[src/rtl/multibyte_addsub_seq.sv]
// Byte-serial wide add/subtract sequencer driving an external 8-bit
// ripple add/sub stage, LSB byte first, with carry/borrow chaining.
// Ports:
//   CLK, RST_N                 clock, async active-low reset
//   START, SUB_ADD, OP_A, OP_B request and operands (sampled in IDLE)
//   ADD_A, ADD_B, ADD_BCIN,
//   ADD_SUB_ADD                combinational drive to the 8-bit stage
//   ADD_DS, ADD_BCOUT          same-cycle result from the 8-bit stage
//   RESULT, BC_OUT, ZERO, OVF  registered final result and flags
//   BUSY, DONE                 handshake (DONE is a one-cycle pulse)
module multibyte_addsub_seq #(
  parameter int unsigned NBYTES = 4
) (
  input  logic                  CLK,
  input  logic                  RST_N,
  input  logic                  START,
  input  logic                  SUB_ADD,
  input  logic [8*NBYTES-1:0]   OP_A,
  input  logic [8*NBYTES-1:0]   OP_B,
  output logic [7:0]            ADD_A,
  output logic [7:0]            ADD_B,
  output logic                  ADD_BCIN,
  output logic                  ADD_SUB_ADD,
  input  logic [7:0]            ADD_DS,
  input  logic                  ADD_BCOUT,
  output logic [8*NBYTES-1:0]   RESULT,
  output logic                  BC_OUT,
  output logic                  ZERO,
  output logic                  OVF,
  output logic                  BUSY,
  output logic                  DONE
);

  localparam int unsigned W    = 8 * NBYTES;
  localparam int unsigned IW   = (NBYTES > 1) ? $clog2(NBYTES) : 1;
  localparam logic [IW-1:0] LAST = IW'(NBYTES - 1);

  typedef enum logic {
    S_IDLE = 1'b0,
    S_RUN  = 1'b1
  } state_t;

  state_t        state_q, state_d;
  logic [W-1:0]  a_q, a_d;
  logic [W-1:0]  b_q, b_d;
  logic          sub_q, sub_d;
  logic [IW-1:0] idx_q, idx_d;
  logic          chain_q, chain_d;
  logic [W-1:0]  part_q, part_d;
  logic [W-1:0]  result_q, result_d;
  logic          bc_q, bc_d;
  logic          zero_q, zero_d;
  logic          ovf_q, ovf_d;
  logic          busy_q, busy_d;
  logic          done_q, done_d;

  logic [7:0]    a_byte, b_byte;
  logic [W-1:0]  assembled;
  logic          res_msb;

  // State and datapath registers
  always_ff @(posedge CLK or negedge RST_N) begin
    if (!RST_N) begin
      state_q  <= S_IDLE;
      a_q      <= '0;
      b_q      <= '0;
      sub_q    <= 1'b0;
      idx_q    <= '0;
      chain_q  <= 1'b0;
      part_q   <= '0;
      result_q <= '0;
      bc_q     <= 1'b0;
      zero_q   <= 1'b0;
      ovf_q    <= 1'b0;
      busy_q   <= 1'b0;
      done_q   <= 1'b0;
    end else begin
      state_q  <= state_d;
      a_q      <= a_d;
      b_q      <= b_d;
      sub_q    <= sub_d;
      idx_q    <= idx_d;
      chain_q  <= chain_d;
      part_q   <= part_d;
      result_q <= result_d;
      bc_q     <= bc_d;
      zero_q   <= zero_d;
      ovf_q    <= ovf_d;
      busy_q   <= busy_d;
      done_q   <= done_d;
    end
  end

  // Select the current operand bytes and splice the stage output into the partial result
  always_comb begin
    a_byte    = '0;
    b_byte    = '0;
    assembled = part_q;
    for (int unsigned i = 0; i < NBYTES; i++) begin
      if (idx_q == IW'(i)) begin
        a_byte               = a_q[8*i +: 8];
        b_byte               = b_q[8*i +: 8];
        assembled[8*i +: 8]  = ADD_DS;
      end
    end
  end

  // On the last byte ADD_DS is the result's top byte
  assign res_msb = ADD_DS[7];

  // Next-state, datapath update and stage drive
  always_comb begin
    state_d     = state_q;
    a_d         = a_q;
    b_d         = b_q;
    sub_d       = sub_q;
    idx_d       = idx_q;
    chain_d     = chain_q;
    part_d      = part_q;
    result_d    = result_q;
    bc_d        = bc_q;
    zero_d      = zero_q;
    ovf_d       = ovf_q;
    busy_d      = busy_q;
    done_d      = 1'b0;
    ADD_A       = '0;
    ADD_B       = '0;
    ADD_BCIN    = 1'b0;
    ADD_SUB_ADD = 1'b0;

    unique case (state_q)
      S_IDLE: begin
        if (START) begin
          a_d     = OP_A;
          b_d     = OP_B;
          sub_d   = SUB_ADD;
          idx_d   = '0;
          chain_d = 1'b0;
          busy_d  = 1'b1;
          state_d = S_RUN;
        end
      end
      S_RUN: begin
        ADD_A       = a_byte;
        ADD_B       = b_byte;
        ADD_BCIN    = chain_q;
        ADD_SUB_ADD = sub_q;
        part_d      = assembled;
        chain_d     = ADD_BCOUT;
        idx_d       = idx_q + IW'(1);
        if (idx_q == LAST) begin
          idx_d    = '0;
          result_d = assembled;
          bc_d     = ADD_BCOUT;
          zero_d   = (assembled == '0);
          // Subtract overflows when operand signs differ, add when they match
          ovf_d    = ((a_q[W-1] ^ b_q[W-1]) == sub_q) && (res_msb != a_q[W-1]);
          done_d   = 1'b1;
          busy_d   = 1'b0;
          state_d  = S_IDLE;
        end
      end
      default: state_d = S_IDLE;
    endcase
  end

  assign RESULT = result_q;
  assign BC_OUT = bc_q;
  assign ZERO   = zero_q;
  assign OVF    = ovf_q;
  assign BUSY   = busy_q;
  assign DONE   = done_q;

endmodule

[config.mk]
export PLATFORM = sky130hd
export DESIGN_NAME = multibyte_addsub_seq
export DESIGN_NICKNAME = d
export VERILOG_FILES = /design/src/rtl/multibyte_addsub_seq.sv
export SDC_FILE = /design/constraint.sdc
export NUM_CORES = 1
export LEC_CHECK = 0
export ABC_AREA = 1
export CORE_MARGIN = 3
export CORE_UTILIZATION = 40
export DETAILED_ROUTE_END_ITERATION = 16
export GPL_TIMING_DRIVEN = 0
export PLACE_DENSITY = 0.65
export SYNTH_ARGS = -nofsm -noshare
export SYNTH_HDL_FRONTEND = slang
export SYNTH_SLANG_ARGS = --single-unit
[constraint.sdc]
create_clock -name CLK -period 2.1 [get_ports CLK]
set_input_delay 0.315 -clock CLK [delete_from_list [all_inputs] [get_ports CLK]]
set_output_delay 0.315 -clock CLK [all_outputs]
set_load 0.005 [all_outputs]
Word level (Yosys, flattened, before mapping)
Index checks and enable logic that the tools add are counted.
- register bits after elaboration: 138
- input bits: 77
- output and inout port bits: 55
- word-level logic and storage cells: 58
- add/subtract/negate cells: 1
- equal/unequal tests: 7
- multiplexer cells: 29
- bitwise gates (word level): 2
- reductions and logical operators: 6
- operator list (operator ; number):
    two-way mux 8 bit ; 14
    logical NOT 32 bit ; 1
    two-way mux 1 bit ; 9
    one-hot mux 1 bit (2 select lines) ; 3
    AND reduction 2 bit ; 3
    == test 2 bit, second input constant ; 2
    two-way mux 2 bit ; 2
    one-hot mux 2 bit (2 select lines) ; 1
    adder 2 x 1 -> 2 bit, second input constant ; 1
    == test 2 x 1 -> 1 bit, second input constant ; 1
    logical NOT 2 bit ; 1
    inequality test 2 x 1 -> 1 bit, second input constant ; 1
    inequality test 2 bit, second input constant ; 1
    == test 1 bit ; 1
    logical AND 1 bit ; 1
    inequality test 1 bit ; 1
    NOT 1 bit ; 1
    XOR 1 bit ; 1

Longest topological paths before layout
- word-level depth: 6
- gate-level depth with buffers: 13
- depth with buffers taken out: 11

Worst setup path before layout
Ideal clock, no wire load.
- path kind: reg-to-output
- from: register idx_q[0]
- to: output ADD_A[0]
- data arrival time: 1.355 ns
- required time: 1.785 ns
- slack: 0.430 ns
- stages on the path, launching flop included: 7
- path buffers: 2
- path through: dfrtp_1 -> ha_1 -> buf_6 -> nor2_4 -> buf_2 -> o211ai_1 -> nand2_1
- longest elaborated chain between the ends: 6
- elaborated cells between the ends (all ways): 9
- classes of those cells: eq/ne (3); mux (5); reduce/logical (1)
- RTL lines (element ; RTL line ; source):
    start, declared ; 47 ; logic [IW-1:0] idx_q, idx_d;
    start signal, assigned ; 82 ; idx_q <= idx_d;
    logical NOT 2 bit ; 100 ; if (idx_q == IW'(i)) begin
    two-way mux 8 bit (3 in a row) ; 100 ;
    two-way mux 8 bit * ; 100 ;
    two-way mux 8 bit * ; 131 ; unique case (state_q)
    end, declared ; 20 ; output logic [7:0] ADD_A,
Mark *: on every way between the ends. The rest lies on a longest branch, timed or not.

Worst setup path after layout
- from: register idx_q[0]
- to: output ADD_B[4]
- longest elaborated chain between the ends: 6
- elaborated cells between the ends (all ways): 9
- classes of those cells: eq/ne (3); mux (5); reduce/logical (1)
- RTL lines (element ; RTL line ; source):
    logical NOT 2 bit ; 100 ;
    two-way mux 8 bit (3 in a row) ; 100 ;
    two-way mux 8 bit * ; 100 ;
    two-way mux 8 bit * ; 131 ;
    end, declared ; 21 ; output logic [7:0] ADD_B,
Marks and branches as above.

==> impl_metrics.env <==
export IMPL_rsz0062_at_grt="true"
export IMPL_status="complete, but fails checks"
export IMPL_start_util_pct=41.2
export IMPL_postLayoutSetupSlackWorst_ps=-222
export IMPL_fmax_mhz=431
export IMPL_numPortBuffers=131
export IMPL_die_w_um=132
export IMPL_final_min_clock_period_ps=2320
export IMPL_yosysTopAreaCellShare_pct=54.4
export IMPL_finalMaxSlewViolations=0
export IMPL_gp_congestion=0.848
export IMPL_min_path_type="register to register"
export IMPL_cp_slowest_cell="dfrtp_2"
export IMPL_crit_chain="buf_6 > ha_4 > buf_8 > nor2_4 > buf_6 > buf_4 > o211ai_1 > nand2_1 > buf_2"
export IMPL_path_clk_slew_ps=60
export IMPL_insertion_delay_ps=430
export IMPL_crit_path_start_kind="register"
export IMPL_die_area_um2=17300
export IMPL_hold_viol=0
export IMPL_ant_nets=0
export IMPL_grt_max_degree=76
export IMPL_coreArea_um2=15300
export IMPL_place_detailed_hpwl_um=12600
export IMPL_critPathArrivalTime_ps=2010
export IMPL_ys_async_sr_fraction_pct=100
export IMPL_synth_area_leader_cell="dfrtp_1"
export IMPL_clockBufferDepth=2
export IMPL_grt_pass1_vias=5561
export IMPL_slew_headroom_pct=53.1
export IMPL_grt_pass1_wl_um=29200
export IMPL_drc_errors=0
export IMPL_maxCapViolCount=0
export IMPL_synth_cell_types=24
export IMPL_p_leak_nw=4.31
export IMPL_antenna_found_initial=1
export IMPL_drtPass1Iterations=4
export IMPL_p_total_mw=15.3
export IMPL_via_count=5321
export IMPL_ys_ff_latch=137
export IMPL_cpMostUsedCell="buf_6"
export IMPL_rows=45
export IMPL_synth_edf_count=0
export IMPL_violations="negative setup slack"
export IMPL_crit_type="register to output port"
export IMPL_setup_viol=16
export IMPL_synth_cells=646
export IMPL_htree_levels=4
export IMPL_vias_per_cell=5.06
export IMPL_overflow=0
export IMPL_diodes=0
export IMPL_fin_nets=909
export IMPL_layout_drive_gt1_share_pct=25.0
export IMPL_die_h_um=132
export IMPL_routed_wl_um=18200
export IMPL_io_pins=132
export IMPL_netlist_top_cells_area="dfrtp_1 (54%), nand2_1 (12%), mux2_2 (6.6%), mux2_4 (6.4%), o21ai_0 (3.6%)"
export IMPL_vdd_drop_max_mv=0.933
export IMPL_fin_skew_ps=6.56
export IMPL_cts_buffers=17
export IMPL_cts_sinks=137
export IMPL_yosysWarningCount=0
export IMPL_syn_num_nets=727
export IMPL_wl_per_cell_um=17.3
export IMPL_cpPeakStageDelay_ps=440
export IMPL_avgSynthCellArea_um2=9.76
export IMPL_required_ps=1780
export IMPL_cts_root_buf="clkbuf_16"
export IMPL_synth_area_um2=6310
export IMPL_path_max_fanout=4
export IMPL_syn2layout_area_growth_pct=43.1
export IMPL_crit_path_end_kind="output port"
export IMPL_seq_area_frac_synth_pct=54.4
export IMPL_cts_tree="yes"
export IMPL_worst_pin_slew_ps=703
export IMPL_grt_use_total_pct=21.5
export IMPL_dr_first_iter_drc_count=296
export IMPL_p_per_area_nw_per_um2=1700
export IMPL_post_route_period_util_pct=111
export IMPL_synth_ff_type="dfrtp_1"
export IMPL_place_ws_ps=-481
[stage by stage]
| step | cells | hold WS (ps) | utilization [%] | setup TNS [ps] | area, um2 |
|---|---|---|---|---|---|
| after floorplan | 646 | 19.4 | - | 0 | 6310 |
| after global placement | 988 | 463 | 51.5 | -640540 | 7880 |
| after detailed placement | 989 | 400 | 51.7 | -5460 | 7910 |
| after CTS | 1049 | 482 | 58.5 | -2880 | 8960 |
| after global routing | 1052 | 490 | 58.9 | -4380 | 9020 |
| final | 1052 | 481 | 58.9 | -2660 | 9020 |
[cells in the mapped netlist (2+ instances only)]
library cell / instances
mux2_4: 27
mux2_2: 37
a31oi_1: 13
o21ai_0: 45
nor2_1: 37
inv_1: 39
buf_2: 15
inv_4: 2
inv_2: 3
buf_4: 7
clkbuf_1: 6
o21ai_1: 7
o211ai_1: 16
nand3_1: 21
dfrtp_1: 137
nand2_1: 195
buf_6: 8
a21oi_1: 20
ha_1: 4
nand2_2: 3
[layout by cell type (no fill, tap or decap), types with 2 or more instances in the layout]
cell type        count
a31oi_1             13
clkdlybuf4s50_1    114
inv_1               37
clkinv_2             7
o21ai_0             44
inv_2                4
buf_2               24
buf_12               7
buf_4               22
nand3_1             21
buf_16               3
a21oi_2             13
buf_8                5
clkbuf_16           18
inv_4                2
o21ai_1              7
a21oi_1              6
dfrtp_1            136
buf_6               17
ha_4                 3
nand2_1            194
clkbuf_8             8
mux2_4              27
mux2_2              37
clkbuf_1             3
o211ai_1            16
nand2_2              4
nor2_1              37
[critical path, delay by kind of cell, from the launching register on]
| family | cells | cell delay, ps |
|---|---|---|
| AND/OR/NAND/NOR | 2 | 260 |
| adder cells (fa/ha/maj) | 1 | 180 |
| AO/OA/AOI/OAI | 1 | 80 |
| buffers and inverters | 5 | 610 |
| flip-flops | 1 | 440 |
[routing by layer]
layer / vias to the layer above / GRT usage (%) / wire length [um]
met1: 2617 / 27.0 / 7740
li1: 2481 / - / -
met4: 2 / 8.23 / 436
met2: 188 / 34.4 / 8680
met5: - / 0 / 13
met3: 33 / 7.35 / 1340
[power breakdown]
part           switching, mW  internal, mW  total, mW
registers              0.779          3.98       4.76
clock network           1.13          1.83       2.96
logic                   3.68          3.94       7.62
[flip-flops by register name, summed over array words and instances (netlist names)]
name / count
idx_q: 2
sub_q: 1
chain_q: 1
DONE: 1
OVF: 1
ZERO: 1
b_q: 32
state_q: 1
a_q: 32
BC_OUT: 1
part_q: 31
BUSY: 1
RESULT: 32
[final cells by class]
class | count | area, um2
plain buffers | 35 | 348
repair buffers | 164 | 1630
fillers | 1297 | 6290
flip-flops and latches | 137 | 3430
clock buffers | 24 | 522
well taps | 211 | 264
clock inverters | 8 | 65.1
multi-input cells | 429 | 2570
inverters | 44 | 186
[final timing paths]
kind / startpoint / endpoint / slack [ps] / cells past startpoint
min reg2reg: part_q[18] / part_q[18] / 480 / 2
max reg2reg: idx_q[0] / ZERO / 210 / 10
min in group asynchronous: RST_N / RESULT[28] / 500 / 2
max: idx_q[0] / ADD_B[4] / -220 / 9
max in group asynchronous: RST_N / b_q[23] / 820 / 3
min: part_q[18] / part_q[18] / 480 / 2
[kinds of logic (layout without fill, tap and decap cells)]
logic type      count (synthesis)  after routing  share of synthesized area, %
simple gates                  259            259                          16.2
flops                         137            137                          54.4
compound gates                101            101                          8.91
buf+inv                        80            275                          6.51
mux                            64             64                          13.0
fa+ha+maj                       4              4                         0.794
xor+xnor                        1              1                         0.139
[timing repair]
action                     4_1_cts  5_1_grt
buffers inserted                25        2
gates resized for setup        135        7
setup endpoints to repair       18       18
hold buffers                     1        0
pin swaps                       31        7
hold endpoints to repair        74        0
gates cloned                     3        1
No activity file was read; power rests on OpenSTA's default activity.
